--- src/rtl/jk_excitation_driver.sv ---
// jk_excitation_driver: feeds a bank of JK flip-flops so that their outputs
// step through a queue of target words. Each word is applied for one cycle
// as J/K excitation and then checked against the bank's observed state.
module jk_excitation_driver #(
  parameter int WIDTH = 4,
  parameter int DEPTH = 4,
  parameter bit XFILL = 1'b0
) (
  input  logic                       clk,
  input  logic                       rst_n,
  input  logic                       in_valid,
  input  logic [WIDTH-1:0]           in_data,
  output logic                       in_ready,
  output logic [WIDTH-1:0]           j,
  output logic [WIDTH-1:0]           k,
  input  logic [WIDTH-1:0]           q_fb,
  output logic                       busy,
  output logic                       mismatch,
  output logic [7:0]                 err_count,
  output logic [$clog2(DEPTH):0]     fifo_count
);

  localparam int AW = $clog2(DEPTH);

  localparam logic [1:0] IDLE  = 2'd0;
  localparam logic [1:0] DRIVE = 2'd1;
  localparam logic [1:0] CHECK = 2'd2;

  logic [1:0]       state_q, state_d;
  logic [WIDTH-1:0] mem_q [DEPTH];
  logic [AW-1:0]    wptr_q, rptr_q;
  logic [AW:0]      count_q;
  logic [WIDTH-1:0] target_q;
  logic [WIDTH-1:0] j_q, k_q;
  logic             mismatch_q;
  logic [7:0]       err_q;

  logic             push, pop;
  logic [WIDTH-1:0] head;
  logic [WIDTH-1:0] fill;
  logic [WIDTH-1:0] j_d, k_d;

  // A word may leave the FIFO whenever the FSM is ready to start a new drive;
  // CHECK pops too, which gives back-to-back words one drive every two cycles.
  assign in_ready = rst_n & (count_q < (AW+1)'(DEPTH));
  assign push     = in_valid & in_ready;
  assign pop      = ((state_q == IDLE) || (state_q == CHECK)) && (count_q != '0);
  assign head     = mem_q[rptr_q];

  // Excitation table: a bit at 0 needs J=target, a bit at 1 needs K=~target;
  // the remaining input of each pair is a don't-care and takes the fill value.
  assign fill = {WIDTH{XFILL}};
  assign j_d  = (~q_fb & head) | (q_fb & fill);
  assign k_d  = (q_fb & ~head) | (~q_fb & fill);

  assign j          = j_q;
  assign k          = k_q;
  assign mismatch   = mismatch_q;
  assign err_count  = err_q;
  assign fifo_count = count_q;
  assign busy       = (state_q != IDLE) || (count_q != '0);

  // FIFO storage; contents need no reset because the pointers define validity.
  always_ff @(posedge clk) begin
    if (push) mem_q[wptr_q] <= in_data;
  end

  // FIFO pointers and occupancy; simultaneous push and pop leave the count alone.
  always_ff @(posedge clk or negedge rst_n) begin
    if (!rst_n) begin
      wptr_q  <= '0;
      rptr_q  <= '0;
      count_q <= '0;
    end else begin
      if (push) wptr_q <= wptr_q + AW'(1);
      if (pop)  rptr_q <= rptr_q + AW'(1);
      case ({push, pop})
        2'b10:   count_q <= count_q + (AW+1)'(1);
        2'b01:   count_q <= count_q - (AW+1)'(1);
        default: count_q <= count_q;
      endcase
    end
  end

  // Next-state selection: any pop starts a drive, DRIVE always moves to CHECK.
  always_comb begin
    state_d = state_q;
    case (state_q)
      IDLE:    if (pop) state_d = DRIVE;
      DRIVE:   state_d = CHECK;
      CHECK:   state_d = pop ? DRIVE : IDLE;
      default: state_d = IDLE;
    endcase
  end

  // State, registered J/K drive, captured target and the mismatch bookkeeping.
  always_ff @(posedge clk or negedge rst_n) begin
    if (!rst_n) begin
      state_q    <= IDLE;
      j_q        <= '0;
      k_q        <= '0;
      target_q   <= '0;
      mismatch_q <= 1'b0;
      err_q      <= '0;
    end else begin
      state_q    <= state_d;
      mismatch_q <= 1'b0;
      if (pop) begin
        j_q      <= j_d;
        k_q      <= k_d;
        target_q <= head;
      end else begin
        j_q <= '0;
        k_q <= '0;
      end
      if ((state_q == CHECK) && (q_fb != target_q)) begin
        mismatch_q <= 1'b1;
        if (err_q != 8'hFF) err_q <= err_q + 8'd1;
      end
    end
  end

endmodule
--- config.mk ---
export PLATFORM = sky130hd
export DESIGN_NAME = jk_excitation_driver
export DESIGN_NICKNAME = d
export VERILOG_FILES = /design/src/rtl/jk_excitation_driver.sv
export SDC_FILE = /design/constraint.sdc
export NUM_CORES = 1
export LEC_CHECK = 0
export ABC_AREA = 1
export CORE_ASPECT_RATIO = 0.8
export CORE_MARGIN = 1.5
export CORE_UTILIZATION = 43
export DETAILED_ROUTE_END_ITERATION = 16
export HOLD_SLACK_MARGIN = 0.06
export PLACE_DENSITY = 0.68
export SYNTH_ARGS = -nofsm -noshare
export SYNTH_HDL_FRONTEND = slang
export SYNTH_SLANG_ARGS = --single-unit
--- constraint.sdc ---
create_clock -name clk -period 4.6 [get_ports clk]
set_input_delay 0.92 -clock clk [delete_from_list [all_inputs] [get_ports clk]]
set_output_delay 0.92 -clock clk [all_outputs]
set_load 0.03 [all_outputs]
==> results of run 1 <==
-- synthesized netlist by cell type (all sizes together) --
library cell  number
ha                 6
nand3              6
xnor2              3
o21ai             16
edfxtp            16
a21oi              2
nor2              28
inv               29
nor3               4
nand2             46
a21boi             1
fa                 1
nand4              8
xor2               4
dfrtp             30
buf                1
nand3b             1
o22ai              4
-- worst min path at each step --
stage	depth (start not counted)	start	slack, ns	endpoint
5_1_grt	1	state_q[1]	0.44	state_q[1]
2_1_floorplan	1	state_q[1]	0.40	state_q[1]
4_1_cts	1	state_q[1]	0.43	state_q[1]
6_report	1	state_q[1]	0.42	state_q[1]
3_3_place_gp	1	state_q[1]	0.42	state_q[1]
3_5_place_dp	1	state_q[1]	0.42	state_q[1]
-- where the power goes --
part | internal [uW] | switching [uW] | total [uW]
Combinational | 265 | 437 | 701
Sequential | 542 | 88.5 | 630
Clock | 123 | 124 | 247
Total | 929 | 650 | 1580
-- stage by stage --
step	utilization	worst slack (ns)	hold WS [ns]
6_report	0.553	1.32	0.424
5_1_grt	0.553	1.25	0.440
4_1_cts	0.553	1.32	0.426
3_5_place_dp	0.533	1.34	0.416
3_3_place_gp	0.533	1.32	0.415
2_1_floorplan	-	1.97	0.403
-- final cells by class --
type,count,area (um2),area share
flip-flops and latches,46,1230,0.485
multi-input cells,130,707,0.278
repair buffers,33,328,0.129
inverters,29,109,0.0429
clock buffers,8,90.1,0.0355
well taps,60,75.1,0.0296
-- layout by cell type (no fill, tap or decap), types with 3 or more instances in the layout --
cell type,count
nand3_1,3
dfrtp_1,30
nor2_1,26
o22ai_1,4
ha_1,6
clkdlybuf4s50_1,32
o21ai_0,16
nand2_1,45
inv_1,25
inv_2,4
edfxtp_1,16
nor3_1,4
xor2_1,4
xnor2_1,3
nand4_1,8
clkbuf_8,6
-- layer usage --
metal | up-vias | global-route usage | wire, um
li1 | 745 | - | -
met1 | 686 | 0.234 | 1910
met2 | 29 | 0.246 | 1660
met3 | 8 | 0.0437 | 164
met4 | 0 | 0.0668 | 60
met5 | - | 0 | 0
-- state kept, by name (all words and copies together) (netlist names) --
name / cells
target_q: 4
rptr_q: 2
mem_q: 16
wptr_q: 2
fifo_count: 3
mismatch: 1
j: 4
err_count: 8
state_q: 2
k: 4
-- worst max-delay path: stages --
cell,delay [ns]
clkdlybuf4s50_1,0.54
inv_1,0.07
nor2_1,0.13
clkdlybuf4s50_1,0.69
-- logic make-up (layout without fill, tap and decap cells) --
family,count (synthesis),in the layout,synth area share
xor gates and xnor gates,7,7,0.0299
AOI/OAI and AO/OA,23,23,0.0598
and+or+nand+nor,93,93,0.209
adders and majority gates,7,7,0.0463
DFF,46,46,0.600
buffers and inverters,30,70,0.0555
==> impl_metrics.json, run 1 <==
{
  "clock_sinks": 46,
  "crit_path_max_fanout": 2,
  "cts.htree.levels": 2,
  "finalClockSkew_ns": 0.00809,
  "synth_cells": 206,
  "drive_gt1_frac": 0.0691,
  "rr_worst_depth": 10,
  "grt_setup_unrepaired": "no",
  "timing.rr.end": "fifo_count[2]",
  "cp-endpoint": "in_ready",
  "first_pass_iters": 4,
  "ys_warn_count": 0,
  "cp.required_ns": 3.68,
  "antenna_found_initial": 0,
  "ys_top_cells_by_area": "dfrtp_1 (37%), edfxtp_1 (23%), nand2_1 (8.2%), nor2_1 (4.8%), inv_1 (4.6%)",
  "yosysTopAreaCellShare": 0.366,
  "final_cell_area_um2": 2540,
  "final_max_slew_viol_count": 0,
  "cp-end-kind": "output pin",
  "path_clk_slew_ns": 0.07,
  "die-area_um2": 5200,
  "cp-start-kind": "input port",
  "crit_start": "rst_n",
  "p_per_area_nw_per_um2": 621,
  "io_buffers": 32,
  "core_region_area_um2": 4600,
  "fmax_mhz": 305,
  "vias_per_cell": 4.80,
  "postCtsSetupRepairBufs": 0,
  "fin_crit_sh": 0.713,
  "finalPower_uw": 1580,
  "drt_iter0_drc": 92,
  "post-dp-hpwl_um": 2830,
  "max-cap-violations": 0,
  "final_cells": 306,
  "fillerInstances": 394,
  "hold_viol_final": 0,
  "ctsResizeCount": 0,
  "gr-total-overflow": 0,
  "ant_nets": 0,
  "grt_max_degree": 31,
  "synth-seq-cells": 46,
  "fin_setup_tns_ns": 0,
  "dpl_cell_area_um2": 2450,
  "grt_pass1_wl_um": 6440,
  "status": "complete, no violations",
  "synth_top_area_cell": "dfrtp_1",
  "nets": 263,
  "r2r_start": "fifo_count[0]",
  "routed_wl_um": 3790,
  "clk_latency_ns": 0.29,
  "initial_core_util": 0.446,
  "peakVddDrop_mv": 0.362,
  "min_period_ns": 3.28,
  "wire_per_inst_um": 12.4,
  "reg2reg_slack_ns": 2.46,
  "ios": 33,
  "die_y_um": 64.8,
  "numCtsBuffers": 5,
  "vias": 1468,
  "die_x_um": 80.2,
  "ys_types": 24,
  "place.gp.congestion": 0.794,
  "antenna_cells": 0,
  "setup_viol": 0,
  "relSlewSlack": 0.704,
  "synth_area_per_cell_um2": 9.96,
  "drc_errors": 0,
  "worst_slew_pin_slew_ns": 0.444,
  "cts.path.max_buffers": 2,
  "hold_path_class": "register to register",
  "track_usage": 0.167,
  "grt_pass1_vias": 1399,
  "yosysSeqAreaShare": 0.600,
  "cts_tree": "yes",
  "syn-cell-area_um2": 2050,
  "synth_nets": 224,
  "p_leak_uw": 0.00113,
  "clockRootBuffer": "clkbuf_8",
  "rows": 22,
  "placedCellCount": 298,
  "area_delta_synth_final_pct": 23.8,
  "crit_type": "input port to output pin",
  "cp.arrival_ns": 2.36,
  "cts_hold_buf": 0
}
Note: power is estimated with default switching activity, not from simulation.
==> inputs of run 2 (changes only) <==
--- a/config.mk
+++ b/config.mk
@@ -11,7 +11,7 @@
 export CORE_UTILIZATION = 43
 export DETAILED_ROUTE_END_ITERATION = 16
 export HOLD_SLACK_MARGIN = 0.06
-export PLACE_DENSITY = 0.68
+export PLACE_DENSITY = 0.71
 export SYNTH_ARGS = -nofsm -noshare
 export SYNTH_HDL_FRONTEND = slang
 export SYNTH_SLANG_ARGS = --single-unit
==> constraint.sdc (replaced) <==
create_clock -name clk -period 3.01 [get_ports clk]
set_input_delay 0.602 -clock clk [delete_from_list [all_inputs] [get_ports clk]]
set_output_delay 0.602 -clock clk [all_outputs]
set_load 0.03 [all_outputs]
==> run 2 against run 1 <==
  * Clock skew fell by 0.0041 ns
  * Wire length rose by 4.1%
  * Total power is 52% higher
  * Cell count did not move
  * Critical path type is now register to output pin
==> impl_metrics.json, run 2 (synthesis results as in run 1) <==
{
  "status": "complete, no violations",
  "wire_per_inst_um": 12.9,
  "hold_viol_final": 0,
  "ctsResizeCount": 0,
  "path_clk_slew_ns": 0.08,
  "place.gp.congestion": 0.826,
  "vias": 1489,
  "clk_latency_ns": 0.29,
  "drive_gt1_frac": 0.0691,
  "p_int_uw": 1400,
  "cts.htree.levels": 2,
  "crit_path_max_fanout": 8,
  "crit_start": "fifo_count[0]",
  "min_period_ns": 2.46,
  "pwr-share-comb": 0.453,
  "reg2reg_slack_ns": 0.86,
  "r2r_start": "fifo_count[0]",
  "peakVddDrop_mv": 0.501,
  "cp-endpoint": "busy",
  "final_cell_mix": "nand2_1 (45), clkdlybuf4s50_1 (31), dfrtp_1 (30)",
  "max-cap-violations": 0,
  "fin_util": 0.550,
  "cp_slowest_cell": "clkdlybuf4s50_1",
  "mostFrequentLayoutCell": "nand2_1",
  "rr_worst_depth": 10,
  "setup_viol": 0,
  "antenna_found_initial": 0,
  "gr-total-overflow": 0,
  "p_sw_frac": 0.418,
  "grt_pass1_vias": 1482,
  "cts_hold_buf": 0,
  "drt_iter0_drc": 82,
  "cp-start-kind": "register",
  "drc_errors": 0,
  "cts_tree": "yes",
  "die_y_um": 64.8,
  "vias_per_cell": 4.87,
  "pwr-share-clk": 0.147,
  "numCtsBuffers": 5,
  "io_buffers": 32,
  "relSlewSlack": 0.672,
  "initial_core_util": 0.446,
  "timing.rr.end": "fifo_count[2]",
  "crit_top_cell": "nand3_1",
  "cts.path.max_buffers": 2,
  "grt_max_degree": 31,
  "ant_nets": 0,
  "postCtsSetupRepairBufs": 0,
  "cp.arrival_ns": 1.86,
  "antenna_cells": 0,
  "fin_setup_tns_ns": 0,
  "finalClockSkew_ns": 0.00395,
  "fmax_mhz": 406,
  "hold_path_class": "register to register",
  "fillerInstances": 409,
  "grt_pass1_wl_um": 6700,
  "cp_slowest_stage_delay_ns": 0.61,
  "cp.required_ns": 2.41,
  "regMostFlops": "mem_q",
  "fin_crit_sh": 0.818,
  "area_delta_synth_final_pct": 23.2,
  "rows": 22,
  "clock_sinks": 46,
  "worst_slew_pin_slew_ns": 0.492,
  "die-area_um2": 5200,
  "cp-end-kind": "output pin",
  "grt_setup_unrepaired": "no",
  "clockRootBuffer": "clkbuf_8",
  "nets": 263,
  "core_region_area_um2": 4600,
  "path_cells": "inv_1 > nand3_1 > nand2_1 > nand3_1 > clkdlybuf4s50_1",
  "post-dp-hpwl_um": 2970,
  "p_leak_uw": 0.00113,
  "net-switching-power_uw": 1000,
  "crit_type": "register to output pin",
  "first_pass_iters": 4,
  "seqPwrFrac": 0.400,
  "p_per_area_nw_per_um2": 950,
  "largest_reg_flops": 16,
  "track_usage": 0.174,
  "ios": 33,
  "final_max_slew_viol_count": 0,
  "die_x_um": 80.2,
  "routed_wl_um": 3940
}
[run 2: power by group through the flow]
stage	clock [uW]	sequential [uW]	combinational (uW)
final	354	960	1090
after global routing	393	984	1220
after CTS	365	960	1100
after detailed placement	0	972	1100
after global placement	0	968	1050
after floorplan	0	1110	559
[run 2: area by class of cell]
cell class	instances	area, um2	share of cell area
Tap cell	60	75.1	0.0297
Sequential cell	46	1230	0.487
Clock buffer	8	80.1	0.0317
Multi-Input combinational cell	130	707	0.280
Timing Repair Buffer	33	325	0.129
Inverter	29	109	0.0431
[run 2: worst min path at each step]
stage | end | cells past startpoint | from
4_1_cts | state_q[1] | 1 | state_q[1]
3_5_place_dp | state_q[1] | 1 | state_q[1]
5_1_grt | state_q[1] | 1 | state_q[1]
3_3_place_gp | state_q[1] | 1 | state_q[1]
2_1_floorplan | err_count[0] | 0 | rst_n
6_report | state_q[1] | 1 | state_q[1]
[run 2: worst max-delay path: cells and delay by family (launching register included)]
family	cells	cell delay, ns
AND/OR/NAND/NOR	3	0.44
buffers and inverters	2	0.71
flip-flops	1	0.41
[run 2: metrics by stage]
step	hold WS, ns	area, um2	instances	total power (uW)	worst slack [ns]
global route	0.456	2530	306	2600	0.399
global placement	0.413	2450	298	2020	0.444
detailed placement	0.426	2450	298	2070	0.400
CTS	0.437	2530	306	2430	0.520
finish	0.432	2530	306	2400	0.547
floorplan	0.306	2050	206	1670	0.697
[run 2: metal layers]
metal	track usage	share of wire	up-vias
met5	0	0	-
met4	0.0884	0.022	0
met3	0.0479	0.049	7
met2	0.267	0.45	33
met1	0.226	0.48	704
li1	-	-	745
==> patch 1: new RTL, flow settings as in run 2 <==
The parameter `DEPTH` goes from 4 to 8.
--- a/src/rtl/jk_excitation_driver.sv
+++ b/src/rtl/jk_excitation_driver.sv
@@ -3,7 +3,7 @@
 // as J/K excitation and then checked against the bank's observed state.
 module jk_excitation_driver #(
   parameter int WIDTH = 4,
-  parameter int DEPTH = 4,
+  parameter int DEPTH = 8,
   parameter bit XFILL = 1'b0
 ) (
   input  logic                       clk,
Ports: changed (resized fifo_count); port bits go from 33 to 34. The function was not compared with the original's and may differ.
==> patch 1 against run 2 <==
Wire length rose by 40%. Global-route usage fell by 1.5 points. Non-clock buffer count rose by 2. Area after synthesis rose by 48%. Sequential cell count rose by 19. Worst setup slack improved by 16 ps. Design area rose by 45%. Total power rose by 54%. Largest power group unchanged. Highest routed layer unchanged.
==> patch 1: results (changes against run 2) <==
Status
  – Status: complete, no violations (unchanged)

Clocking
  – Number of buffers created by CTS: 9 (was 5)
  – Worst skew pair latency: 330 ps (was 290 ps)
  – H-Tree Depth: 3 (was 2)

Global routing
  – Vias in the first global route: 1978 (was 1482)
  – Largest net degree at the start of global routing: 34 (was 31)
  – Gr usage total: 0.159 (was 0.174)
  – First-pass GRT wire length: 9300 µm (was 6700 µm)

Synthesis
  – Post-Syn Nets: 332 (was 224)
  – Async S/R FF share, synth: 0.508 (was 0.652)
  – Sequential share of the synthesized area: 0.588 (was 0.600)
  – Post-synth EDFFs: 32 (was 16)
  – Synth Warn #: 0 (unchanged)
  – Post-synth top cells: 100 x nand2_1, 33 x dfrtp_1, 33 x inv_1 (was 45 x nand2_1, 30 x dfrtp_1, 26 x nor2_1)
  – Post-synthesis cell type count: 29 (was 24)

Setup path
  – Crit-path max cell delay: 670 ps (was 610 ps)
  – Max FO, Critical Path: 5 (was 8)
  – Reg2Reg Depth: 11 (was 10)
  – R2r setup slk: 950 ps (was 860 ps)

Timing
  – Fin Clk Skew: 9.24 ps (was 3.95 ps)
  – Tightest Pin Transition: 653 ps (was 492 ps)

Finish
  – Fraction of layout cells with a size suffix above 1: 0.102 (was 0.0691)
  – Max reg flops: 32 (was 16)
  – Filler cell count: 614 (was 409)
  – # nets final: 373 (was 263)

Power
  – Leakage power: 1.63 nW (was 1.13 nW)
  – VDD IR max: 0.513 mV (was 0.501 mV)

Drt
  – Detailed Route Iter0 Violations: 94 (was 82)
  – Post-Route WL: 5510 µm (was 3940 µm)
  – Pre-Repair DR Iteration Count: 4 (unchanged)
  – Via count: 2126 (was 1489)

Placed design
  – DP Wirelength: 3940 µm (was 2970 µm)
  – RePlAce Congestion: 0.768 (was 0.826)
  – Port Buf Inserts: 33 (was 32)
-- patch 1: area by class of cell --
class	count	share of cell area
Tap cell	87	0.0298
Multi-Input combinational cell	208	0.289
Timing Repair Buffer	35	0.0939
Inverter	37	0.0387
Clock buffer	9	0.0339
Sequential cell	65	0.489
Clock inverter	7	0.0257
-- patch 1: logic make-up after synthesis --
kind of cell / synth area share
compound gates: 0.0453
buf+inv: 0.0650
simple gates: 0.251
fa+ha+maj: 0.0247
xor+xnor: 0.0259
flops: 0.588
-- patch 1: how the worst max path moves through the flow --
| stage | from | to | slack (ps) |
|---|---|---|---|
| 2_1_floorplan | rst_n | fifo_count[2] | 700 |
| 3_3_place_gp | rst_n | fifo_count[2] | 480 |
| 3_5_place_dp | rst_n | fifo_count[2] | 460 |
| 4_1_cts | fifo_count[0] | busy | 540 |
| 5_1_grt | fifo_count[0] | busy | 450 |
| 6_report | fifo_count[0] | busy | 560 |
-- patch 1: power by group --
part           internal (mW)  total (mW)  switching [mW]
Sequential              1.15        1.36           0.218
Clock                  0.466       0.792           0.326
Combinational          0.588        1.54           0.949
Total                   2.20        3.69            1.49
-- patch 1: routing by layer --
metal | vias to the layer above | global-route usage | wire length, µm
met3 | 2 | 0.0490 | 285
met4 | 0 | 0.0783 | 41
met5 | - | 0 | 0
met1 | 979 | 0.217 | 2730
li1 | 1106 | - | -
met2 | 39 | 0.231 | 2450
-- patch 1: through the flow --
stage                     worst slack [ps]  total power, mW  instance area (µm²)  hold WS, ps  instances
after floorplan                        697             2.50                 3040          306        315
after global placement                 481             2.88                 3430          412        432
after detailed placement               458             2.92                 3430          415        432
after CTS                              537             3.73                 3650          425        448
after global routing                   451             3.98                 3650          443        448
final                                  563             3.69                 3650          423        448
==> patch 2: new RTL, flow settings as in run 2 <==
Without the edit above. Register the output `err_count` once more, with the module's reset; this adds one clock of latency there. The other outputs are not delayed to match.
--- a/src/rtl/jk_excitation_driver.sv
+++ b/src/rtl/jk_excitation_driver.sv
@@ -56,7 +56,13 @@
   assign j          = j_q;
   assign k          = k_q;
   assign mismatch   = mismatch_q;
-  assign err_count  = err_q;
+  always_ff @(posedge clk or negedge rst_n) begin
+    if (!rst_n) begin
+      err_count <= '0;
+    end else begin
+      err_count <= err_q;
+    end
+  end
   assign fifo_count = count_q;
   assign busy       = (state_q != IDLE) || (count_q != '0);
 
Formal check against the unedited RTL: not equivalent (Yosys sat finds a counterexample within 10 cycles, from zero or initial values and one cycle with rst_n low).
==> patch 2 against run 2 <==
Synthesized cell count up 3.9%. Total power up 8.4%. Core utilization down 0.42 points. Area after synthesis up 9.8%. Clock power up 20%. Die area up 9.3%. Maximum frequency down 1.5%. Sequential cell count up 8. Worst setup slack worse by 37 ps. Wire length up 8.2%. Via count up 6.4%. Design area up 8.7%. Sequential share of layout area up 3.4 points.
==> patch 2: results (changes against run 2) <==
Status
  – Status: complete, no violations (unchanged)

Synthesis
  – Post-synth EDFFs: 16 (unchanged)
  – Post-Syn Nets: 232 (was 224)
  – Synth Warn #: 0 (unchanged)
  – Synthesized area per cell: 10.5 µm² (was 9.96 µm²)
  – Async S/R FF share, synth: 0.704 (was 0.652)
  – Post-synth top cells: 45 x nand2_1, 38 x dfrtp_1, 26 x nor2_1 (was 45 x nand2_1, 30 x dfrtp_1, 26 x nor2_1)
  – Synth top area cells: dfrtp_1 42%, edfxtp_1 21%, nand2_1 7.5%, nor2_1 4.3%, inv_1 4.2% (was dfrtp_1 37%, edfxtp_1 23%, nand2_1 8.2%, nor2_1 4.8%, inv_1 4.6%)
  – Sequential share of the synthesized area: 0.636 (was 0.600)

Global routing
  – First-pass GRT wire length: 7210 µm (was 6700 µm)
  – Largest net degree at the start of global routing: 39 (was 31)
  – Gr usage total: 0.168 (was 0.174)
  – Vias in the first global route: 1522 (was 1482)

Drt
  – DR vias/cell: 5.01 (was 4.87)
  – Post-Route WL: 4270 µm (was 3940 µm)
  – Via count: 1584 (was 1489)

Timing
  – Max transition margin: 0.674 (was 0.672)
  – Fin Clk Skew: 12.4 ps (was 3.95 ps)

Power
  – VDD IR max: 0.577 mV (was 0.501 mV)
  – Leakage power: 1.24 nW (was 1.13 nW)

Setup path
  – Crit path arrival time: 1900 ps (was 1860 ps)

Clocking
  – Clock transition at path regs: 100 ps (was 80 ps)
  – Worst skew pair latency: 310 ps (was 290 ps)

Finish
  – # nets final: 271 (was 263)
  – Fraction of layout cells with a size suffix above 1: 0.0787 (was 0.0691)
  – Filler cell count: 449 (was 409)

Placed design
  – # placed instances: 308 (was 298)
  – DP Wirelength: 3100 µm (was 2970 µm)
  – Port Buf Inserts: 32 (unchanged)
  – RePlAce Congestion: 0.800 (was 0.826)

Worst hold path
  – Min-Delay Path Class: input pin to asynchronous set/reset pin (was flop to flop)
-- patch 2: cell count changes in the layout (fill, tap and decap cells not counted) --
| cell | run 2 | this run |
|---|---|---|
| buf_2 | 0 | 1 |
| buf_4 | 2 | 1 |
| clkbuf_1 | 3 | 0 |
| clkbuf_8 | 5 | 6 |
| clkinv_4 | 0 | 2 |
| dfrtp_1 | 30 | 38 |
-- patch 2: report_power, final --
part	internal [mW]	total (mW)	switching, mW
Combinational	0.401	1.08	0.679
Sequential	0.958	1.10	0.139
Clock	0.190	0.426	0.236
-- patch 2: layout make-up --
class | instances | share of cell area
clock inverters | 2 | 0.00638
flip-flops and latches | 54 | 0.521
well taps | 62 | 0.0282
clock buffers | 6 | 0.0301
inverters | 29 | 0.0396
repair buffers | 33 | 0.117
multi-input cells | 130 | 0.257
-- patch 2: final timing paths --
| kind | startpoint | slack (ps) | endpoint | cells past startpoint |
|---|---|---|---|---|
| worst max-delay path | fifo_count[0] | 510 | busy | 5 |
| worst min register to register | state_q[1] | 430 | state_q[1] | 1 |
| worst max register to register | fifo_count[1] | 880 | fifo_count[2] | 10 |
| min in group clk | state_q[1] | 430 | state_q[1] | 1 |
| max in group asynchronous | rst_n | 2250 | fifo_count[0] | 2 |
| worst min-delay path | rst_n | 410 | mismatch | 2 |
-- patch 2: worst max-delay path, stage by stage, from the launching register on --
cell and delay [ps]:
dfrtp_1 410, inv_1 110, nand3_1 90, nand2_1 250
nand3_1 130, clkdlybuf4s50_1 610
-- patch 2: metal layers --
metal / vias up / global-route usage / part of all wire
met1: 769 / 0.233 / 0.51
met5: - / 0 / 0
met4: 0 / 0.0799 / 0.013
met3: 6 / 0.0355 / 0.039
li1: 772 / - / -
met2: 37 / 0.255 / 0.44
-- patch 2: kinds of logic after synthesis --
family	share of synthesized area
and+or+nand+nor	0.190
DFF	0.636
buffers and inverters	0.0506
AOI/OAI and AO/OA	0.0544
xor gates and xnor gates	0.0272
adders and majority gates	0.0422
-- patch 2: through the flow --
stage	util	hold WS [ps]	worst slack, ps	cell area [µm²]
after floorplan	-	306	697	2250
after global placement	0.526	412	676	2650
after detailed placement	0.526	420	613	2650
after CTS	0.546	419	471	2750
after global routing	0.546	441	379	2750
final	0.546	413	510	2750
